File: src/rtl/prescaler_multi_tick_pkg.sv
// Shared defaults and helpers for the multi-channel prescaler.
// Holds no logic, so it adds no latency and takes no part in backpressure.
package prescaler_pkg;

   localparam int CNT_W_DEF   = 32;
   localparam int DIV_RST_DEF = 5999;
   localparam int N_CH_MAX    = 16;

   // A single channel still needs a one-bit select so the load port never collapses to zero width
   function automatic int lch_w(input int n);
      return (n > 1) ? $clog2(n) : 1;
   endfunction

endpackage

File: src/rtl/prescaler_multi_tick_if.sv
// Control and output bundle of the prescaler: enables, sync/load strobes, tick and clock outputs.
// Pure wiring with no latency; strobes are single-cycle and there is no backpressure.
interface prescaler_multi_tick_if import prescaler_pkg::*; #(
   parameter int N_CH  = 4,
   parameter int CNT_W = CNT_W_DEF
);
   localparam int LCH_W = lch_w(N_CH);

   logic [N_CH-1:0]  i_en;
   logic             i_sync;
   logic             i_load;
   logic [LCH_W-1:0] i_load_ch;
   logic [CNT_W-1:0] i_load_div;
   logic [N_CH-1:0]  o_tick;
   logic [N_CH-1:0]  o_clk;

   modport master (
      output i_en, i_sync, i_load, i_load_ch, i_load_div,
      input  o_tick, o_clk
   );

   modport slave (
      input  i_en, i_sync, i_load, i_load_ch, i_load_div,
      output o_tick, o_clk
   );

endinterface

File: src/rtl/prescaler_multi_tick_ch.sv
// One divider channel: counter, divisor, registered tick pulse and half-rate square wave.
// Outputs change one edge after the inputs that cause them; never stalls, no backpressure.
module prescaler_ch import prescaler_pkg::*; #(
   parameter int CNT_W   = CNT_W_DEF,
   parameter int DIV_RST = DIV_RST_DEF
) (
   input  logic             sysclk,
   input  logic             i_rst_n,
   input  logic             en_i,
   input  logic             sync_i,
   input  logic             load_i,
   input  logic [CNT_W-1:0] load_div_i,
   output logic             tick_o,
   output logic             clk_o
);

   logic [CNT_W-1:0] cnt_q, cnt_d;
   logic [CNT_W-1:0] div_q, div_d;
   logic             tick_q, tick_d;
   logic             clk_q, clk_d;

   // Wrap test uses >= so a shrunk divisor can never leave the counter stranded above it
   always_comb begin
      cnt_d  = cnt_q;
      div_d  = div_q;
      tick_d = 1'b0;
      clk_d  = clk_q;
      if (sync_i) begin
         cnt_d = '0;
         clk_d = 1'b0;
         if (load_i) begin
            div_d = load_div_i;
         end
      end else if (load_i) begin
         div_d = load_div_i;
         cnt_d = '0;
      end else if (en_i) begin
         if (cnt_q >= div_q) begin
            cnt_d  = '0;
            tick_d = 1'b1;
            clk_d  = ~clk_q;
         end else begin
            cnt_d = cnt_q + CNT_W'(1);
         end
      end
   end

   always_ff @(posedge sysclk or negedge i_rst_n) begin
      if (!i_rst_n) begin
         cnt_q  <= '0;
         div_q  <= CNT_W'(DIV_RST);
         tick_q <= 1'b0;
         clk_q  <= 1'b0;
      end else begin
         cnt_q  <= cnt_d;
         div_q  <= div_d;
         tick_q <= tick_d;
         clk_q  <= clk_d;
      end
   end

   assign tick_o = tick_q;
   assign clk_o  = clk_q;

endmodule

File: src/rtl/prescaler_multi_tick.sv
// N_CH independent tick/clock dividers sharing one sync strobe and one divisor write port.
// One-edge latency from strobe to outputs; all outputs come straight from channel flops, no backpressure.
module prescaler_multi_tick import prescaler_pkg::*; #(
   parameter int N_CH    = 4,
   parameter int CNT_W   = CNT_W_DEF,
   parameter int DIV_RST = DIV_RST_DEF
) (
   input  logic                  sysclk,
   input  logic                  i_rst_n,
   prescaler_multi_tick_if.slave bus
);

   localparam int LCH_W = lch_w(N_CH);

   logic [N_CH-1:0] load_hit;
   logic [N_CH-1:0] tick_w;
   logic [N_CH-1:0] clk_w;

   // Equality decode: a select of N_CH or above matches no channel, so the write is dropped
   for (genvar i = 0; i < N_CH; i++) begin : g_ch
      assign load_hit[i] = bus.i_load && (bus.i_load_ch == LCH_W'(i));

      prescaler_ch #(
         .CNT_W   (CNT_W),
         .DIV_RST (DIV_RST)
      ) u_ch (
         .sysclk     (sysclk),
         .i_rst_n    (i_rst_n),
         .en_i       (bus.i_en[i]),
         .sync_i     (bus.i_sync),
         .load_i     (load_hit[i]),
         .load_div_i (bus.i_load_div),
         .tick_o     (tick_w[i]),
         .clk_o      (clk_w[i])
      );
   end

   assign bus.o_tick = tick_w;
   assign bus.o_clk  = clk_w;

endmodule
File: src/flat_wrapper.sv
// flat-port wrapper written by rule: the top's interface ports become plain ports
module prescaler_multi_tick_flat import prescaler_pkg::*;
#(
   parameter int N_CH    = 4,
   parameter int CNT_W   = CNT_W_DEF,
   parameter int DIV_RST = DIV_RST_DEF
)
  (sysclk, i_rst_n, bus_i_en, bus_i_sync, bus_i_load, bus_i_load_ch, bus_i_load_div, bus_o_tick, bus_o_clk);
  prescaler_multi_tick_if #(.N_CH(N_CH), .CNT_W(CNT_W)) bus_i ();
  input  logic sysclk;
  input  logic i_rst_n;
  input wire logic [$bits(bus_i.i_en)-1:0] bus_i_en;
  input wire logic [$bits(bus_i.i_sync)-1:0] bus_i_sync;
  input wire logic [$bits(bus_i.i_load)-1:0] bus_i_load;
  input wire logic [$bits(bus_i.i_load_ch)-1:0] bus_i_load_ch;
  input wire logic [$bits(bus_i.i_load_div)-1:0] bus_i_load_div;
  output wire logic [$bits(bus_i.o_tick)-1:0] bus_o_tick;
  output wire logic [$bits(bus_i.o_clk)-1:0] bus_o_clk;
  assign bus_i.i_en = bus_i_en;
  assign bus_i.i_sync = bus_i_sync;
  assign bus_i.i_load = bus_i_load;
  assign bus_i.i_load_ch = bus_i_load_ch;
  assign bus_i.i_load_div = bus_i_load_div;
  assign bus_o_tick = bus_i.o_tick;
  assign bus_o_clk = bus_i.o_clk;
  prescaler_multi_tick #(.N_CH(N_CH), .CNT_W(CNT_W), .DIV_RST(DIV_RST)) u_core (.sysclk(sysclk), .i_rst_n(i_rst_n), .bus(bus_i));
endmodule
File: config.mk
export PLATFORM = sky130hd
export DESIGN_NAME = prescaler_multi_tick_flat
export DESIGN_NICKNAME = d
export VERILOG_FILES = /design/src/rtl/prescaler_multi_tick_pkg.sv /design/src/rtl/prescaler_multi_tick_if.sv /design/src/rtl/prescaler_multi_tick_ch.sv /design/src/rtl/prescaler_multi_tick.sv /design/src/flat_wrapper.sv
export SDC_FILE = /design/constraint.sdc
export NUM_CORES = 1
export LEC_CHECK = 0
export CAP_MARGIN = 40
export CORE_MARGIN = 2
export CORE_UTILIZATION = 58
export CTS_CLUSTER_SIZE = 16
export DETAILED_ROUTE_END_ITERATION = 8
export HOLD_SLACK_MARGIN = 0.1
export MAX_ROUTING_LAYER = met4
export PLACE_DENSITY = 0.79
export SLEW_MARGIN = 40
export SYNTH_ARGS = -nofsm -noshare
export SYNTH_HDL_FRONTEND = slang
export SYNTH_SLANG_ARGS = --single-unit
File: constraint.sdc
create_clock -name sysclk -period 4.7 [get_ports sysclk]
set_input_delay 0.47 -clock sysclk [delete_from_list [all_inputs] [get_ports sysclk]]
set_output_delay 0.47 -clock sysclk [all_outputs]
set_load 0.01 [all_outputs]
* Word level (Yosys, flattened, before mapping)
Index checks and enable logic that the tools add are counted.
Cells by class: add/sub/neg operators 4, order comparisons 4, eq/ne operators 7, multiplexer cells 48, bitwise logic cells 4, reduce and logical (&&, ||, !) cells 21
Operators by type and width (count):
- $mux W32 | 16
- $add A32 B1 Y32 const B | 4
- $ge A32 B32 Y1 | 4
- $mux W1 | 32
- $reduce_bool A2 Y1 | 8
- $reduce_and A3 Y1 | 4
- $reduce_bool A3 Y1 | 4
- $ne A2 B2 Y1 const B | 4
- $eq A2 B2 Y1 const B | 2
- $logic_and A1 B1 Y1 | 4
- $not A1 Y1 | 4
- $eq A2 B1 Y1 const B | 1
- $logic_not A2 Y1 | 1
Word-level totals: register bits after elaboration 264, input bits 42, output and inout port bits 8, word-level logic and storage cells 104

* Longest topological paths before layout
Gate-level depths: netlist (run 1).
word-level depth 5, gate-level depth with buffers 11, depth with buffers taken out 9

* By module
A second synthesis (run 1) with hierarchy kept.
Unflattened totals: cells, all modules 1843, area total of the unflattened synthesis 16158.0 µm²
By module, submodules not included:
- prescaler_ch (u_core.g_ch[0].u_ch ...) | times used 3, cells each 473, area each 4083.9 µm², sequential area each 1664.1 µm²
- prescaler_ch (u_core.g_ch[1].u_ch) | times used 1, cells each 420, area each 3868.7 µm², sequential area each 1664.1 µm²
- prescaler_multi_tick | times used 1, cells each 4, area each 37.5 µm², sequential area each 0.0 µm²

* Worst setup path after synthesis (run 1)
No wires, ideal clock.
path kind reg-to-reg, from register u_core.g_ch[0].u_ch.div_q[12], to register u_core.g_ch[0].u_ch.cnt_q[10], setup time 0.126 ns, data arrival time 2.629 ns, data required time 4.574 ns, slack 1.945 ns, stages on the path, launching flop included 11, path buffers 1, clock period less this slack 2.755 ns, path through dfstp_2 -> inv_1 -> ha_1 -> nand4_1 -> nor3_1 -> or4b_1 -> a311o_1 -> and3_1 -> clkbuf_1 -> and3_1 -> a221o_1
Between the ends: word-level cells in the longest chain between the ends 5
RTL lines:
- start, declared | RTL line prescaler_multi_tick_ch.sv:18 | logic [CNT_W-1:0] div_q, div_d;
- start signal, assigned | RTL line prescaler_multi_tick_ch.sv:51 | div_q <= CNT_W'(DIV_RST);
- start signal, assigned | RTL line prescaler_multi_tick_ch.sv:56 | div_q <= div_d;
- $ge A32 B32 Y1 | RTL line prescaler_multi_tick_ch.sv:38 | if (cnt_q >= div_q) begin
- $mux W32 | RTL line prescaler_multi_tick_ch.sv:38
- $mux W32 | RTL line prescaler_multi_tick_ch.sv:37 | end else if (en_i) begin
- $mux W32 | RTL line prescaler_multi_tick_ch.sv:34 | end else if (load_i) begin
- $mux W32 | RTL line prescaler_multi_tick_ch.sv:28 | if (sync_i) begin
- end signal, assigned | RTL line prescaler_multi_tick_ch.sv:55 | cnt_q <= cnt_d;
- end, declared | RTL line prescaler_multi_tick_ch.sv:17 | logic [CNT_W-1:0] cnt_q, cnt_d;
Every way passes these cells. The select of a mux whose other input is x is not followed. A chain may end at the register's enable or synchronous reset.

* Worst setup path after layout (run 1)
from register u_core.g_ch[3].u_ch.cnt_q[25], to register u_core.g_ch[3].u_ch.cnt_q[8]
Between the ends: word-level cells in the longest chain between the ends 5
RTL lines (RTL line):
- start, declared | prescaler_multi_tick_ch.sv:17
- start signal, assigned | prescaler_multi_tick_ch.sv:55
- $ge A32 B32 Y1 | prescaler_multi_tick_ch.sv:38
- $mux W32 | prescaler_multi_tick_ch.sv:38
- $mux W32 | prescaler_multi_tick_ch.sv:37
- $mux W32 | prescaler_multi_tick_ch.sv:34
- $mux W32 | prescaler_multi_tick_ch.sv:28
Every way passes these cells. The select of a mux whose other input is x is not followed.

==> impl_metrics.csv, run 1 <==
group,metric,value,unit
floorplanning,initial_core_util,59.3,%
yosys,ys_async_sr_fraction,100,%
yosys,synth.top_cell.area_share,36.2,%
setup_path,crit_path_start_kind,"flop",
timing,finalCritPeriodShare,74.9,%
global_route,grt_first_pass_wirelength,64900,microns
setup_path,path_delay_family,"compound AO/OA/AOI/OAI gates",
yosys,muxShareOfSynthArea,5.01,%
yosys,seq_area_frac_synth,43.0,%
timing,setup_viol,0,
yosys,synth_adder_area_share,10.7,%
placed_design,gp_congestion,0.864,
yosys,yosysMostFrequentCell,"nand2_1",
layout,fin_nets,1892,
run_status,status,"finished, violations left",
route,drtAntennaViolNets,0,
clock_tree,postCtsSetupBuffers,0,
clock_tree,cts.sinks,264,
clock_tree,clk_latency,0.56,ns
route,highest_layer,"met4",
timing,hold_viol_final,0,
route,via_per_inst,6.20,
setup_path,path_class,"reg -> reg",
setup_path,cp_max_fo,32,
clock_tree,root_buffer,"clkbuf_16",
timing,whs,0.434,ns
route,wl_met2,18200,microns
floorplanning,row_count,59,
setup_path,crit_chain,"ha_1, a21oi_1, o21ai_1, a221oi_1, o31ai_1, nor4_4, buf_4, nand2_1, buf_4, o311ai_1",
timing,rsz0062_at_grt,"no",
setup_path,critPathRequiredTime,5.15,ns
floorplanning,die_height,167,microns
yosys,ys_types,73,
layout,drive_above_1_share,11.5,%
yosys,yosysWarningCount,0,
timing,period_needed,3.52,ns
layout,n_fill_cell,2053,
setup_path,cp_common_cell,"buf_4",
setup_path,cpPeakStageDelay,0.45,ns
setup_path,worstSetupEndpointType,"flop",
yosys,synthXorXnorAreaFrac,0.113,%
floorplanning,ioPinCount,50,
route,routed_wl,39000,microns
timing,slew_viol_final,0,
setup_path,cp.buffers_inverters,2,
clock_tree,cts_tree,"built",
timing,slew_headroom,45.5,%
yosys,mappedNetlistNets,1858,
yosys,synth-edff-count,0,
run_status,violations,"DRC",
global_route,antenna_found_initial,0,
clock_tree,cts.clk_slew.worst_paths,0.06,ns
route,firstDrtPassIters,7,
route,wirelength_met1,17100,microns
yosys,ys_top_cells_by_count,"nand2_1, dfrtp_1, inv_1",
yosys,synth-compound-area-share,14.3,%
hold_path,hold_class,"in -> async",
layout,diodes,0,
route,vias,12900,
route,drtIter0Drc,946,
yosys,syn_area_per_cell,9.20,sq um
yosys,synth_area_leaders,"dfrtp_1, ha_1, dfstp_2",
yosys,synth_area,15500,sq um
global_route,grt_overflow,0,
timing,max_slew.worst_pin.slew,0.816,ns
route,drc,1,
route,met3_length,2110,microns
yosys,yosys.area_share.simple,21.3,%
power_and_ir_drop,ir_worst_vdd,0.251,mV
setup_path,worstPathArrival,3.96,ns
floorplanning,dieWidth,167,microns
power_and_ir_drop,powerDensity,334,nW/um^2
yosys,synth_top_family_by_area,"simple AND/OR/NAND/NOR gates",
route,post_drt_wl_per_cell,18.8,microns
yosys,syn_inst,1684,
setup_path,cp_slowest_cell,"dfrtp_1",
placed_design,dp_hpwl,27400,microns
global_route,grt_pass1_vias,12500,
floorplanning,die_area,28000,sq um
timing,fin_setup_tns,0,ns
power_and_ir_drop,cellLeakagePower,7.95,nW
yosys,synth_ff_type,"dfrtp_1",
clock_tree,cts_buffer_depth,3,
layout,area_growth,12.0,%
global_route,grt_max_degree,89,
clock_tree,cts_inserted_buffers,30,
yosys,synth_top_cell_by_area,"dfrtp_1",
global_route,grt_usage,29.2,%
flow_run,maxCapViolations,0,
floorplanning,core_area,26100,sq um
clock_tree,cts_max_level,1,
timing,fmax,284,MHz
timing,finClkSkew,0.0155,ns
placed_design,portBuffers,49,
yosys,ys_ff_latch,264,
## flip-flops by register name (all words and copies together), names as in the netlist
signal and count:
u_core.g_ch.u_ch.div_q 128, u_core.g_ch.u_ch.cnt_q 128, u_core.g_ch.u_ch.clk_o 4, u_core.g_ch.u_ch.tick_o 4
## worst reg2reg max path: stages, from the launching register on
cell,delay [ns]
dfrtp_1,0.45
ha_1,0.34
a21oi_1,0.15
o21ai_1,0.08
a221oi_1,0.43
o31ai_1,0.24
nor4_4,0.24
buf_4,0.36
nand2_1,0.45
buf_4,0.36
o311ai_1,0.31
## cell families (layout without fill, tap and decap cells)
| logic type | Yosys count | count (layout) |
|---|---|---|
| fa+ha+maj | 132 | 132 |
| compound gates | 335 | 335 |
| xor+xnor | 2 | 2 |
| simple gates | 658 | 658 |
| flops | 264 | 264 |
| buf+inv | 224 | 282 |
| mux | 69 | 69 |
## report_power, final
part	leakage (nW)	switching (W)	internal, W	total [W]
Combinational	4.07	0.000483	0.000316	0.000799
Sequential	3.38	0.0000943	0.00252	0.00261
Clock	0.502	0.000943	0.00144	0.00238
## metal layers
metal  global-route usage, %  vias to the layer above
li1                        -                     6140
met1                    39.1                     6235
met2                    45.6                      408
met3                    4.02                       87
met4                    11.4                        0
met5                       -                        -
## worst paths after layout
check	from	end	slack (ns)	cells after the start
worst max-delay path	u_core.g_ch[3].u_ch.cnt_q[25]	u_core.g_ch[3].u_ch.cnt_q[8]	1.18	10
max in group asynchronous	i_rst_n	u_core.g_ch[0].u_ch.cnt_q[0]	3.21	3
worst min register to register	u_core.g_ch[3].u_ch.div_q[0]	u_core.g_ch[3].u_ch.div_q[0]	0.50	2
min in group sysclk	u_core.g_ch[3].u_ch.div_q[0]	u_core.g_ch[3].u_ch.div_q[0]	0.50	2
worst min-delay path	i_rst_n	u_core.g_ch[3].u_ch.div_q[25]	0.43	2
worst max register to register	u_core.g_ch[3].u_ch.cnt_q[25]	u_core.g_ch[3].u_ch.cnt_q[8]	1.18	10
## cells in the final DEF, fill, tap and decap left out, drive strengths merged, types with 9 or more instances in the layout
| cell | netlist | routed |
|---|---|---|
| and4 | 13 | 13 |
| ha | 132 | 132 |
| nand2b | 9 | 9 |
| nand4 | 36 | 36 |
| nor4 | 18 | 18 |
| a21oi | 56 | 56 |
| and3 | 21 | 21 |
| clkdlybuf4s50 | 0 | 48 |
| nand3 | 122 | 122 |
| o211ai | 14 | 14 |
| or2 | 11 | 11 |
| buf | 17 | 21 |
| nor2 | 60 | 60 |
| nand2 | 237 | 237 |
| clkbuf | 51 | 48 |
| o311ai | 20 | 20 |
| o21ai | 114 | 114 |
| o31ai | 16 | 16 |
| a31oi | 12 | 12 |
| or4 | 20 | 20 |
| dfstp | 40 | 40 |
| a21o | 22 | 22 |
| nor2b | 11 | 11 |
| or3 | 27 | 27 |
| mux2 | 68 | 68 |
| inv | 156 | 156 |
| dfrtp | 224 | 224 |
| and2 | 19 | 19 |
| nor3 | 39 | 39 |
| a22o | 20 | 20 |
## area by class of cell
type                       count  area (sq um)  area share, %
multi-input combinational   1196          8000           46.1
tap                          335           419           2.41
sequential                   264          6660           38.3
clock buffer                  48           920           5.30
clock inverter                 8          90.1          0.519
timing repair buffer          70           688           3.96
inverter                     156           586           3.37
## what timing repair did
action                     CTS  global route
hold buffers                 1             0
resized for setup            0             0
hold endpoints to repair    44             0
setup endpoints to repair    0             0
## metrics by stage
step / util, % / instance area (sq um) / power (W) / std cells / setup WS [ns]
final: 66.4 / 17400 / 0.00580 / 2077 / 1.18
after global routing: 66.4 / 17400 / 0.00605 / 2077 / 0.894
after CTS: 66.4 / 17400 / 0.00582 / 2077 / 1.22
after detailed placement: 62.5 / 16300 / 0.00344 / 2020 / 1.27
after global placement: 62.4 / 16300 / 0.00337 / 2019 / 1.33
after floorplan: - / 15500 / 0.00313 / 1684 / 1.94
No activity file was read; power rests on OpenSTA's default activity.
==> inputs of run 2 (changes only) <==
clock period = 3.3 ns   (was 4.7 ns; I/O delays follow)
==> run 2 against run 1 <==
Against the previous run:
- the run still ends with DRC left
- die area unchanged
- via count shrank 0.36%
- clock skew down 0.0026 ns
- cell count rose by 0.48%
- sequential power increased by 43%
- highest routed layer unchanged
==> impl_metrics.csv, run 2 (synthesis results as in run 1) <==
group,metric,value,unit
run_status,status,"finished, violations left",
run_status,violations,"DRC",
route,post_drt_wl_per_cell,18.9,microns
setup_path,cp_max_fo,35,
setup_path,path_class,"reg -> reg",
clock_tree,cts_max_level,1,
layout,n_fill_cell,2048,
global_route,antenna_found_initial,0,
floorplanning,initial_core_util,59.3,%
timing,rsz0062_at_grt,"no",
clock_tree,postCtsSetupBuffers,0,
floorplanning,ioPinCount,50,
route,drtIter0Drc,1024,
setup_path,r2r_start,"u_core.g_ch[2].u_ch.div_q[12]",
clock_tree,clk_latency,0.57,ns
clock_tree,cts_tree,"built",
route,vias,12800,
timing,slew_viol_final,0,
placed_design,gp_congestion,0.868,
clock_tree,root_buffer,"clkbuf_16",
placed_design,dp_hpwl,27400,microns
placed_design,portBuffers,49,
route,drc,1,
setup_path,crit_path_start_kind,"flop",
power_and_ir_drop,powerDensity,468,nW/um^2
global_route,grt_max_degree,93,
route,via_per_inst,6.14,
global_route,grt_overflow,0,
clock_tree,cts_buffer_depth,3,
setup_path,cpPeakStageDelay,0.52,ns
timing,hold_viol_final,0,
setup_path,reg2reg_setup_slack,0.24,ns
route,routed_wl,39500,microns
timing,period_needed,3.06,ns
setup_path,crit_chain,"inv_1, ha_1, nand4_1, nor3_1, or4b_1, nand3_1, a311o_1, buf_12, o211ai_1, mux2_1",
setup_path,worstPathArrival,3.50,ns
timing,setup_viol,0,
flow_run,maxCapViolations,0,
layout,drive_above_1_share,11.9,%
clock_tree,cts.clk_slew.worst_paths,0.06,ns
floorplanning,die_height,167,microns
route,drtAntennaViolNets,0,
layout,layout_commonest_cell,"nand2_1",
clock_tree,cts_inserted_buffers,30,
power_and_ir_drop,power.total,0.00814,W
power_and_ir_drop,cellLeakagePower,7.98,nW
layout,fin_nets,1902,
power_and_ir_drop,ir_worst_vdd,0.383,mV
floorplanning,dieWidth,167,microns
setup_path,critPathRequiredTime,3.74,ns
timing,finClkSkew,0.0129,ns
setup_path,cp_slowest_cell,"dfstp_2",
timing,finalCritPeriodShare,92.9,%
global_route,grt_usage,29.7,%
setup_path,startpoint,"u_core.g_ch[2].u_ch.div_q[12]",
global_route,grt_first_pass_wirelength,65600,microns
timing,slew_headroom,47.3,%
hold_path,hold_class,"in -> async",
timing,fin_setup_tns,0,ns
floorplanning,die_area,28000,sq um
layout,area_growth,12.3,%
layout,diodes,0,
timing,max_slew.worst_pin.slew,0.788,ns
global_route,grt_pass1_vias,12600,
setup_path,worstSetupEndpointType,"flop",
layout,reg.largest.list,"u_core.g_ch.u_ch.cnt_q x128, u_core.g_ch.u_ch.div_q x128",
route,firstDrtPassIters,7,
layout,layout_common_cells,"nand2_1, dfrtp_1, inv_1, ha_1, nand3_1",
clock_tree,cts.sinks,264,
floorplanning,core_area,26100,sq um
floorplanning,row_count,59,
timing,whs,0.351,ns
timing,fmax,326,MHz
-- run 2: cell types whose count changed in the layout (fill, tap and decap cells not counted), sizes merged --
cell    previous run  this run
clkinv             6         8
buf               21        31
clkbuf            48        47
bufinv             2         1
-- run 2: worst paths after layout --
path / cells past startpoint / endpoint
max: 10 / u_core.g_ch[2].u_ch.clk_o
min: 2 / u_core.g_ch[3].u_ch.cnt_q[29]
max reg2reg: 10 / u_core.g_ch[2].u_ch.clk_o
min reg2reg: 1 / u_core.g_ch[1].u_ch.div_q[24]
max in group asynchronous: 3 / u_core.g_ch[1].u_ch.div_q[10]
min in group sysclk: 3 / u_core.g_ch[1].u_ch.tick_o
-- run 2: worst max-delay path: cells and delay by family, from the launching register on --
kind / cells / cell delay, ns
simple gates: 4 / 1.15
flops: 1 / 0.52
compound gates: 2 / 0.37
mux: 1 / 0.36
fa+ha+maj: 1 / 0.28
buf+inv: 2 / 0.24
-- run 2: where the power goes --
part,switching [W],internal [W],total [W]
logic,0.000689,0.000459,0.00115
registers,0.000138,0.00359,0.00373
clock network,0.00135,0.00191,0.00326
-- run 2: area by class of cell --
class	count	area [sq um]	share of cell area [%]
Multi-Input combinational cell	1196	8000	46.0
Clock buffer	47	886	5.09
Tap cell	335	419	2.41
Clock inverter	9	70.1	0.403
Timing Repair Buffer	80	781	4.49
Inverter	156	586	3.36
Sequential cell	264	6660	38.3
-- run 2: per-layer routing --
metal	track usage, %	part of all wire, %	vias up
li1	-	-	6147
met1	40.1	45	6258
met2	47.1	47	347
met3	3.95	5.2	72
met4	9.19	3.0	0
met5	-	0	-
-- run 2: stage by stage --
stage,setup slack [ns],std cells,utilization (%),area [sq um]
floorplan,0.545,1684,-,15500
global placement,0.201,2030,62.8,16400
detailed placement,0.288,2030,62.9,16400
CTS,0.272,2087,66.6,17400
global route,0.00772,2087,66.6,17400
finish,0.235,2087,66.6,17400
-- run 2: timing repair --
item                                    4_1_cts  5_1_grt
resized for setup                             0        1
hold buffers                                  1        0
endpoints found under the setup margin        0       10
endpoints found under the hold margin        81        0
